--- src/rtl/uart_host_pkg.sv ---
// Shared definitions for the host-side UART blocks (transmitter now,
// receiver later): frame geometry, default timing and FSM state encodings.
package uart_host_pkg;

  // Payload bits per 8N1 frame.
  localparam int DATA_BITS = 8;

  // 16x oversample * divider 27 -> 115200 bps at the model's system clock.
  localparam int DEFAULT_BIT_CYCLES = 432;
  localparam int DEFAULT_FIFO_DEPTH = 16;

  // 2-bit frame FSM encoding shared by TX and the future RX.
  typedef enum logic [1:0] {
    ST_IDLE  = 2'd0,
    ST_START = 2'd1,
    ST_DATA  = 2'd2,
    ST_STOP  = 2'd3
  } tx_state_t;

  // Width needed to hold a count from 0 to depth inclusive.
  function automatic int count_width(input int depth);
    return $clog2(depth + 1);
  endfunction

endpackage

--- src/rtl/uart_host_fifo.sv ---
// Synchronous byte FIFO feeding the host UART transmitter.
// Ports:
//   clk, rst      clock, asynchronous active-high reset
//   push, wr_data write request and data (ignored while full)
//   pop           read request (ignored while empty)
//   rd_data       head entry, valid whenever empty==0
//   full, empty   decoded from the registered occupancy count
module uart_host_fifo
  import uart_host_pkg::*;
#(
  parameter int DEPTH = DEFAULT_FIFO_DEPTH,
  parameter int WIDTH = DATA_BITS
) (
  input  logic             clk,
  input  logic             rst,
  input  logic             push,
  input  logic [WIDTH-1:0] wr_data,
  input  logic             pop,
  output logic [WIDTH-1:0] rd_data,
  output logic             full,
  output logic             empty
);

  localparam int AW = $clog2(DEPTH);
  localparam int CW = count_width(DEPTH);

  logic [WIDTH-1:0] mem [DEPTH];
  logic [AW-1:0]    wr_ptr_reg;
  logic [AW-1:0]    rd_ptr_reg;
  logic [CW-1:0]    count_reg;
  logic             push_ok;
  logic             pop_ok;

  assign full  = (count_reg == CW'(DEPTH));
  assign empty = (count_reg == '0);

  // A push while full is refused even if a pop frees a slot this cycle.
  assign push_ok = push && !full;
  assign pop_ok  = pop && !empty;

  // Head is read combinationally: the consumer captures it into its own
  // register on the pop edge, so no extra read latency is introduced.
  assign rd_data = mem[rd_ptr_reg];

  // Storage has no reset; only the pointers define which entries are live.
  always_ff @(posedge clk) begin
    if (push_ok) begin
      mem[wr_ptr_reg] <= wr_data;
    end
  end

  // DEPTH is a power of two, so pointers wrap naturally.
  always_ff @(posedge clk or posedge rst) begin
    if (rst) begin
      wr_ptr_reg <= '0;
      rd_ptr_reg <= '0;
      count_reg  <= '0;
    end else begin
      if (push_ok) begin
        wr_ptr_reg <= wr_ptr_reg + AW'(1);
      end
      if (pop_ok) begin
        rd_ptr_reg <= rd_ptr_reg + AW'(1);
      end
      if (push_ok && !pop_ok) begin
        count_reg <= count_reg + CW'(1);
      end else if (pop_ok && !push_ok) begin
        count_reg <= count_reg - CW'(1);
      end
    end
  end

endmodule

--- src/rtl/uart_host_tx.sv ---
// Host-side UART transmitter: drives the SoC RxD pin with 8N1 frames
// (LSB first) taken from an internal byte FIFO, honouring SoC hold between
// frames.
// Ports:
//   clk, rst         clock, asynchronous active-high reset
//   wr_data, wr_en   byte push into the FIFO (dropped while full)
//   hold             1 = do not start a new frame (checked only in IDLE)
//   ovf_clr          clears the sticky overflow flag
//   txd              registered serial output, idle high
//   full, empty      FIFO status
//   busy             frame in progress
//   tx_done          one-cycle pulse aligned with the last stop-bit cycle
//   overflow         sticky: push attempted while full
module uart_host_tx
  import uart_host_pkg::*;
#(
  parameter int BIT_CYCLES = DEFAULT_BIT_CYCLES,
  parameter int FIFO_DEPTH = DEFAULT_FIFO_DEPTH
) (
  input  logic       clk,
  input  logic       rst,
  input  logic [7:0] wr_data,
  input  logic       wr_en,
  input  logic       hold,
  input  logic       ovf_clr,
  output logic       txd,
  output logic       full,
  output logic       empty,
  output logic       busy,
  output logic       tx_done,
  output logic       overflow
);

  localparam logic [15:0] CYC_LAST = 16'(BIT_CYCLES - 1);
  localparam logic [2:0]  BIT_LAST = 3'(DATA_BITS - 1);

  tx_state_t   state_reg, state_next;
  logic [15:0] cyc_reg, cyc_next;
  logic [2:0]  bit_reg, bit_next;
  logic [7:0]  shift_reg, shift_next;
  logic        txd_reg, txd_next;
  logic        done_reg, done_next;
  logic        overflow_reg;
  logic        pop;
  logic [7:0]  head_data;
  logic        bit_end;

  uart_host_fifo #(
    .DEPTH (FIFO_DEPTH),
    .WIDTH (DATA_BITS)
  ) u_fifo (
    .clk     (clk),
    .rst     (rst),
    .push    (wr_en),
    .wr_data (wr_data),
    .pop     (pop),
    .rd_data (head_data),
    .full    (full),
    .empty   (empty)
  );

  assign bit_end = (cyc_reg == CYC_LAST);

  always_comb begin
    state_next = state_reg;
    cyc_next   = cyc_reg;
    bit_next   = bit_reg;
    shift_next = shift_reg;
    txd_next   = 1'b1;
    done_next  = 1'b0;
    pop        = 1'b0;
    case (state_reg)
      ST_IDLE: begin
        if (!empty && !hold) begin
          pop        = 1'b1;
          shift_next = head_data;
          cyc_next   = '0;
          bit_next   = '0;
          state_next = ST_START;
        end
      end
      ST_START: begin
        txd_next = 1'b0;
        if (bit_end) begin
          cyc_next   = '0;
          state_next = ST_DATA;
        end else begin
          cyc_next = cyc_reg + 16'd1;
        end
      end
      ST_DATA: begin
        txd_next = shift_reg[0];
        if (bit_end) begin
          cyc_next   = '0;
          shift_next = {1'b0, shift_reg[7:1]};
          if (bit_reg == BIT_LAST) begin
            bit_next   = '0;
            state_next = ST_STOP;
          end else begin
            bit_next = bit_reg + 3'd1;
          end
        end else begin
          cyc_next = cyc_reg + 16'd1;
        end
      end
      ST_STOP: begin
        if (bit_end) begin
          // Registered alongside txd, so the pulse lines up with the
          // final stop-bit cycle seen on the line.
          done_next  = 1'b1;
          cyc_next   = '0;
          state_next = ST_IDLE;
        end else begin
          cyc_next = cyc_reg + 16'd1;
        end
      end
      default: begin
        state_next = ST_IDLE;
      end
    endcase
  end

  // txd is a register driven from the current state, so the line lags the
  // FSM by one clock; this keeps the pin glitch-free and puts the falling
  // start edge two clocks after the byte lands in an empty FIFO.
  always_ff @(posedge clk or posedge rst) begin
    if (rst) begin
      state_reg <= ST_IDLE;
      cyc_reg   <= '0;
      bit_reg   <= '0;
      shift_reg <= '0;
      txd_reg   <= 1'b1;
      done_reg  <= 1'b0;
    end else begin
      state_reg <= state_next;
      cyc_reg   <= cyc_next;
      bit_reg   <= bit_next;
      shift_reg <= shift_next;
      txd_reg   <= txd_next;
      done_reg  <= done_next;
    end
  end

  // A new overflow wins over a simultaneous clear.
  always_ff @(posedge clk or posedge rst) begin
    if (rst) begin
      overflow_reg <= 1'b0;
    end else if (wr_en && full) begin
      overflow_reg <= 1'b1;
    end else if (ovf_clr) begin
      overflow_reg <= 1'b0;
    end
  end

  assign txd      = txd_reg;
  assign tx_done  = done_reg;
  assign overflow = overflow_reg;
  assign busy     = (state_reg != ST_IDLE);

endmodule

--- config.mk ---
export PLATFORM = sky130hd
export DESIGN_NAME = uart_host_tx
export DESIGN_NICKNAME = d
export VERILOG_FILES = /design/src/rtl/uart_host_pkg.sv /design/src/rtl/uart_host_fifo.sv /design/src/rtl/uart_host_tx.sv
export SDC_FILE = /design/constraint.sdc
export NUM_CORES = 1
export LEC_CHECK = 0
export ABC_AREA = 1
export CAP_MARGIN = 15
export CELL_PAD_IN_SITES_DETAIL_PLACEMENT = 0
export CELL_PAD_IN_SITES_GLOBAL_PLACEMENT = 1
export CORE_MARGIN = 3
export CORE_UTILIZATION = 33
export CTS_CLUSTER_SIZE = 8
export DETAILED_ROUTE_END_ITERATION = 6
export PLACE_DENSITY_LB_ADDON = 0.3
export SLEW_MARGIN = 15
export SYNTH_ARGS = -nofsm -noshare
export SYNTH_HDL_FRONTEND = slang
export SYNTH_HIERARCHICAL = 1
export SYNTH_SLANG_ARGS = --single-unit
--- constraint.sdc ---
create_clock -name clk -period 2.5 [get_ports clk]
set_clock_uncertainty 0.15 [all_clocks]
set_input_delay 0.375 -clock clk [delete_from_list [all_inputs] [get_ports clk]]
set_output_delay 0.375 -clock clk [all_outputs]
set_load 0.02 [all_outputs]
After elaboration in Yosys (flattened, before gate mapping)

Memory sizes are Yosys's and may differ from the RTL's.
Index checks and enable logic that the tools add are counted.

Flip-flop bits (word level): 45
Bits in latches: 0
Bits in writable memories: 128
ROM bits: 0
Input port bits: 13
Output and inout bits: 6
Logic and storage cells: 75
Memories: 1

Memories:

| name       | words | width | read ports | clocked after Yosys merged registers in | write ports | line                 | source |
|---|---|---|---|---|---|---|---|
| u_fifo.mem | 16    | 8     | 1          | 0                                       | 1           | uart_host_fifo.sv:27 | `logic [WIDTH-1:0] mem [DEPTH];` |

Add/subtract/negate cells: 6
Multiply operators: 0
Div/mod/pow operators: 0
Magnitude comparators: 0
Eq/ne operators: 11
Shift operators: 0
Muxes and demuxes: 27
Bitwise logic cells: 0
Reduce and logical (&&, ||, !) cells: 20

Operators by type and width:

| cell                                                                    | number |
|---|---|
| 16-bit two-way mux                                                      | 2 |
| 16-bit one-hot mux with 2 select lines                                  | 1 |
| 16-bit by 1-bit adder with 16-bit output (second input constant)        | 1 |
| 16-bit by 9-bit equality test with 1-bit output (second input constant) | 1 |
| 8-bit two-way mux                                                       | 2 |
| 8-bit one-hot mux with 2 select lines                                   | 1 |
| 2-bit two-way mux                                                       | 5 |
| 5-bit two-way mux                                                       | 2 |
| 2-bit != test (second input constant)                                   | 5 |
| 3-bit two-way mux                                                       | 3 |
| 4-bit by 1-bit adder with 4-bit output (second input constant)          | 2 |
| 1-bit two-way mux                                                       | 8 |
| 2-bit one-hot mux with 4 select lines                                   | 1 |
| 2-bit nonzero test                                                      | 4 |
| 1-bit logical AND                                                       | 6 |
| 3-bit one-hot mux with 2 select lines                                   | 1 |
| 5-bit by 1-bit adder with 5-bit output (second input constant)          | 1 |
| 5-bit equality test (second input constant)                             | 1 |
| 1-bit zero test                                                         | 5 |
| 5-bit zero test                                                         | 1 |
| 5-bit AND reduction                                                     | 1 |
| 5-bit by 1-bit subtractor with 5-bit output (second input constant)     | 1 |
| 2-bit equality test (second input constant)                             | 2 |
| 3-bit by 1-bit adder with 3-bit output (second input constant)          | 1 |
| other kinds (6)                                                         | 6 |

Longest topological paths before layout

Gate-level depths: netlist of run 1.

Depth after elaboration: 9
Mapped depth: 17
Depth with buffers taken out: 17

Hierarchy

Netlist of run 1, hierarchy kept.

Modules (own cells, without submodules):

| module         | times used | cells each | area each (µm²) | sequential area each (µm²) |
|---|---|---|---|---|
| uart_host_fifo | 1          | 621        | 6,222.2         | 4,169.0 |
| uart_host_tx   | 1          | 256        | 1,871.8         | 802.0 |

Least setup slack after synthesis of run 1

OpenSTA, ideal clock, no wires.

Path type: register to register
Start point: register u_fifo.count_reg[0]
End point: register u_fifo.count_reg[4]
Library setup time: 0.117 ns
Arrival: 2.166 ns
Data required time: 2.233 ns
Path slack: 0.068 ns
Stages on the path, launching flop included: 17
Buffers on the path: 0
Clock period less this slack: 2.432 ns
Path through: dfrtp_1 > nor2_1 > nand4_1 > inv_1 > inv_1 > nand2_1 > nor2_1 > nand2_1 > ha_1 > inv_1 > fa_1 > nand2_1 > nand3_1 > nand3_1 > nand2_1 > nand2_1 > nand2_1

Longest elaborated chain between the ends: 9
Elaborated cells on any way between the ends: 18
Those cells by class: add/sub: 2; eq/ne: 1; mux: 4; reduce/logical: 11

Ends and longest elaborated chain:

| element                                                 | line                 | source |
|---|---|---|
| start: declaration                                      | uart_host_fifo.sv:30 | `logic [CW-1:0] count_reg;` |
| start signal: assignment                                | uart_host_fifo.sv:66 | `count_reg <= count_reg + CW'(1);` |
| start signal: assignment                                | uart_host_fifo.sv:68 | `count_reg <= count_reg - CW'(1);` |
| 5-bit zero test *                                       | uart_host_fifo.sv:35 | `assign empty = (count_reg == '0);` |
| net empty                                               | uart_host_tx.sv:28   | `output logic empty,` |
| 1-bit zero test *                                       | uart_host_tx.sv:74   | `if (!empty && !hold) begin` |
| 1-bit logical AND *                                     | uart_host_tx.sv:74   |  |
| 1-bit two-way mux *                                     | uart_host_tx.sv:74   |  |
| 1-bit two-way mux *                                     | uart_host_tx.sv:72   | `case (state_reg)` |
| net pop                                                 | uart_host_tx.sv:44   | `logic pop;` |
| 1-bit logical AND *                                     | uart_host_fifo.sv:39 | `assign pop_ok = pop && !empty;` |
| 1-bit zero test                                         | uart_host_fifo.sv:65 | `if (push_ok && !pop_ok) begin` |
| 1-bit logical AND                                       | uart_host_fifo.sv:65 |  |
| 5-bit two-way mux or 2-bit nonzero test (tied branches) | n/a                  |  |

The timed path passes the listed nets; every way through them passes the cells marked *. The select of a mux whose other input is x is not followed.
A chain may end at the register's enable or synchronous reset.

Final worst setup path of run 1

Start point: register u_fifo.count_reg[4]
End point: output empty

Longest elaborated chain between the ends: 1

Ends and longest elaborated chain:

| element          | line |
|---|---|
| 5-bit zero test  | uart_host_fifo.sv:35 |
| end: declaration | uart_host_tx.sv:28 |

Every way passes these cells.

==> results of run 1 <==
routing by layer:
| metal | up-vias | track usage (%) | share of wire [%] |
|---|---|---|---|
| met4 | 0 | 4.229 | 1.3 |
| met5 | - | 0 | 0 |
| met2 | 61 | 23.36 | 47 |
| met1 | 2516 | 20.03 | 49 |
| li1 | 2895 | - | - |
| met3 | 10 | 2.594 | 2.9 |
layout make-up:
cell class	count	area [µm²]	share of cell area, %
flip-flops and latches	173	4972	52.74
multi-input cells	583	2629	27.88
repair buffers	56	479.2	5.083
clock buffers	18	429.2	4.552
well taps	319	399.1	4.234
inverters	93	349.1	3.703
clock inverters	14	170.2	1.805
per-stage QoR:
stage               utilization [%]  worst slack [ns]  power, µW    TNS [ns]
detailed placement            37.04           0.01752       7438           0
finish                        39.69            0.1510      10010           0
floorplan                         -           0.06782       6294           0
global placement              37.04        -0.0003710       7412  -0.0003710
global route                  39.69          -0.03030      10830    -0.03030
CTS                           39.60           0.09904      10110           0
report_power, final:
part / switching (µW) / internal (µW)
Clock: 1300 / 1360
Combinational: 2380 / 1210
Sequential: 243 / 3530
worst max-delay path: cells and delay by family (launching register included):
family | cells | cell delay (ns)
buffers and inverters | 3 | 0.84
DFF | 1 | 0.42
and+or+nand+nor | 1 | 0.14
Yosys cell counts:
library cell | instances | area share [%]
o21bai_1 | 5 | 0.46
clkbuf_1 | 5 | 0.23
buf_1 | 1 | 0.046
o21ai_0 | 14 | 0.87
xor2_1 | 8 | 0.87
dfstp_2 | 1 | 0.32
inv_1 | 89 | 4.1
or2_2 | 2 | 0.15
nand2_1 | 343 | 16
buf_4 | 3 | 0.28
xnor2_1 | 5 | 0.54
nand3_1 | 79 | 4.9
nand2_2 | 3 | 0.23
inv_2 | 4 | 0.19
nor4_1 | 1 | 0.077
nor2_4 | 2 | 0.28
nor2_1 | 89 | 4.1
ha_1 | 17 | 2.6
nor2_2 | 2 | 0.15
dfrtp_1 | 44 | 14
buf_6 | 2 | 0.28
nor3_1 | 1 | 0.062
buf_2 | 17 | 1.1
o22ai_1 | 1 | 0.077
edfxtp_1 | 128 | 47
nand4_1 | 9 | 0.70
fa_1 | 1 | 0.25
a32o_1 | 1 | 0.12
worst paths after layout:
path | end | slack [ns] | depth (start not counted)
setup / recovery | empty | 0.15 | 4
hold / removal | shift_reg[1]$_DFFE_PP0P_ | 0.32 | 2
setup reg to reg | u_fifo/count_reg[4]$_DFFE_PP0P_ | 0.19 | 16
hold reg to reg | shift_reg[1]$_DFFE_PP0P_ | 0.32 | 2
max in group asynchronous | txd$_DFF_PP1_ | 1.04 | 4
min in group asynchronous | overflow$_DFFE_PP0P_ | 0.51 | 3
cells by family after synthesis:
family | Yosys count | synth area share, %
flip-flops | 173 | 61.42
adder cells (fa/ha/maj) | 18 | 2.875
XOR/XNOR | 13 | 1.407
AO/OA/AOI/OAI | 21 | 1.531
AND/OR/NAND/NOR | 531 | 26.57
buffers and inverters | 121 | 6.199
what timing repair did:
| action | 4_1_cts | 5_1_grt |
|---|---|---|
| setup endpoints to repair | 1 | 11 |
| hold buffers | 1 | 0 |
| buffers inserted | 0 | 2 |
| cloned | 0 | 0 |
| resized for setup | 1 | 4 |
| pin swaps | 0 | 2 |
| endpoints found under the hold margin | 1 | 0 |
==> flow_metrics.tcl, run 1 <==
set metrics [dict create \
    status "completed" \
    p_leak_uw 0.004144 \
    ir_worst_vdd_mv 0.4017 \
    mostFrequentLayoutCells "nand2_1, edfxtp_1, inv_1, nor2_1, nand3_1" \
    critPathArrivalTime_ns 1.82 \
    cpMostUsedCell "inv_1" \
    synthCells 877 \
    final_common_cell "nand2_1" \
    final_cells 1256 \
    final_area_mm2 0.009428 \
    final_antenna_net_count 0 \
    nNetsFinal 955 \
    critPathMaxStageDelay_ns 0.64 \
    post_dp_cell_area_mm2 0.008797 \
    hold_ws_ns 0.3208 \
    drv_slew 0 \
    coreArea_mm2 0.02375 \
    grt_pass1_wl_mm 29.57 \
    wl_mm 17.89 \
    fmax_ghz 0.4257 \
    vias 5482 \
    die_w_um 162.6 \
    ys_ff_latch 173 \
    fin_crit_sh_pct 93.96 \
    die_y_um 162.6 \
    clkTransAtPathRegs_ns 0.08 \
    clock_latency_ns 0.44 \
    path_cells "inv_1, nand4_1, inv_1, clkdlybuf4s50_1" \
    cts_sinks 173 \
    grt_max_degree 61 \
    portBuffers 18 \
    vias_per_cell 4.365 \
    crit_required_ns 1.98 \
    critical_path_class "reg -> out" \
    min_path_type "reg -> reg" \
    synthesis.nets 908 \
    route.detailed.drc 0 \
    setup_viol 0 \
    yosysWarnings 6 \
    path_max_fanout 4 \
    antenna_found_initial 0 \
    period_needed_ns 2.349 \
    clockBufferDepth 2 \
    syn_area_mm2 0.008094 \
    finalHoldViolations 0 \
    seq_area_frac_synth_pct 61.42 \
    dieArea_mm2 0.02644 \
    critPathSlowestCell "clkdlybuf4s50_1" \
    endpoint_kind "primary output" \
    gp_congestion 0.7945 \
    rows 56 \
    cts-buffers-inserted 17 \
    h-tree-depth 4 \
    slew_headroom_pct 51.32 \
    gr-total-overflow 0 \
    dp_hpwl_mm 11.79 \
    wl_per_cell_um 14.25 \
    dp_cells 1221 \
    r2r-start "u_fifo/count_reg[4]$_DFFE_PP0P_" \
    rsz0062_at_grt "yes" \
    track_usage_pct 14.46 \
    ioPinCount 19 \
    antennaDiodeCount 0 \
    nFillCells 2344 \
    dr.pass1.iters 4 \
    grt_pass1_vias 5329 \
    min_from "shift_reg[1]$_DFFE_PP0P_" \
    drtIter0Drc 363 \
    worstSetupStartpoint "u_fifo/count_reg[4]$_DFFE_PP0P_" \
    start_util_pct 34.08 \
    startpoint_type "register" \
    max_cap_viol_count 0 \
    largest_register_ffs 128 \
    cts_tree "built" \
    drive_gt1_share_pct 9.285 \
    clk_root_buffer_cell "clkbuf_16" \
    power.density_mw_per_mm2 1062 \
    area_growth_pct 16.48 \
    tightest_slew_ns 0.7280 \
    syn_avg_cell_area_um2 9.229 \
    synthDistinctLibCells 28 \
]
Note: power is estimated with default switching activity, not from simulation.
==> run 2: changes to the inputs <==
Settings changed: GPL_ROUTABILITY_DRIVEN set to 0.
==> results of run 2 <==
Final layout, timing and power as in run 1 (identical DEF).
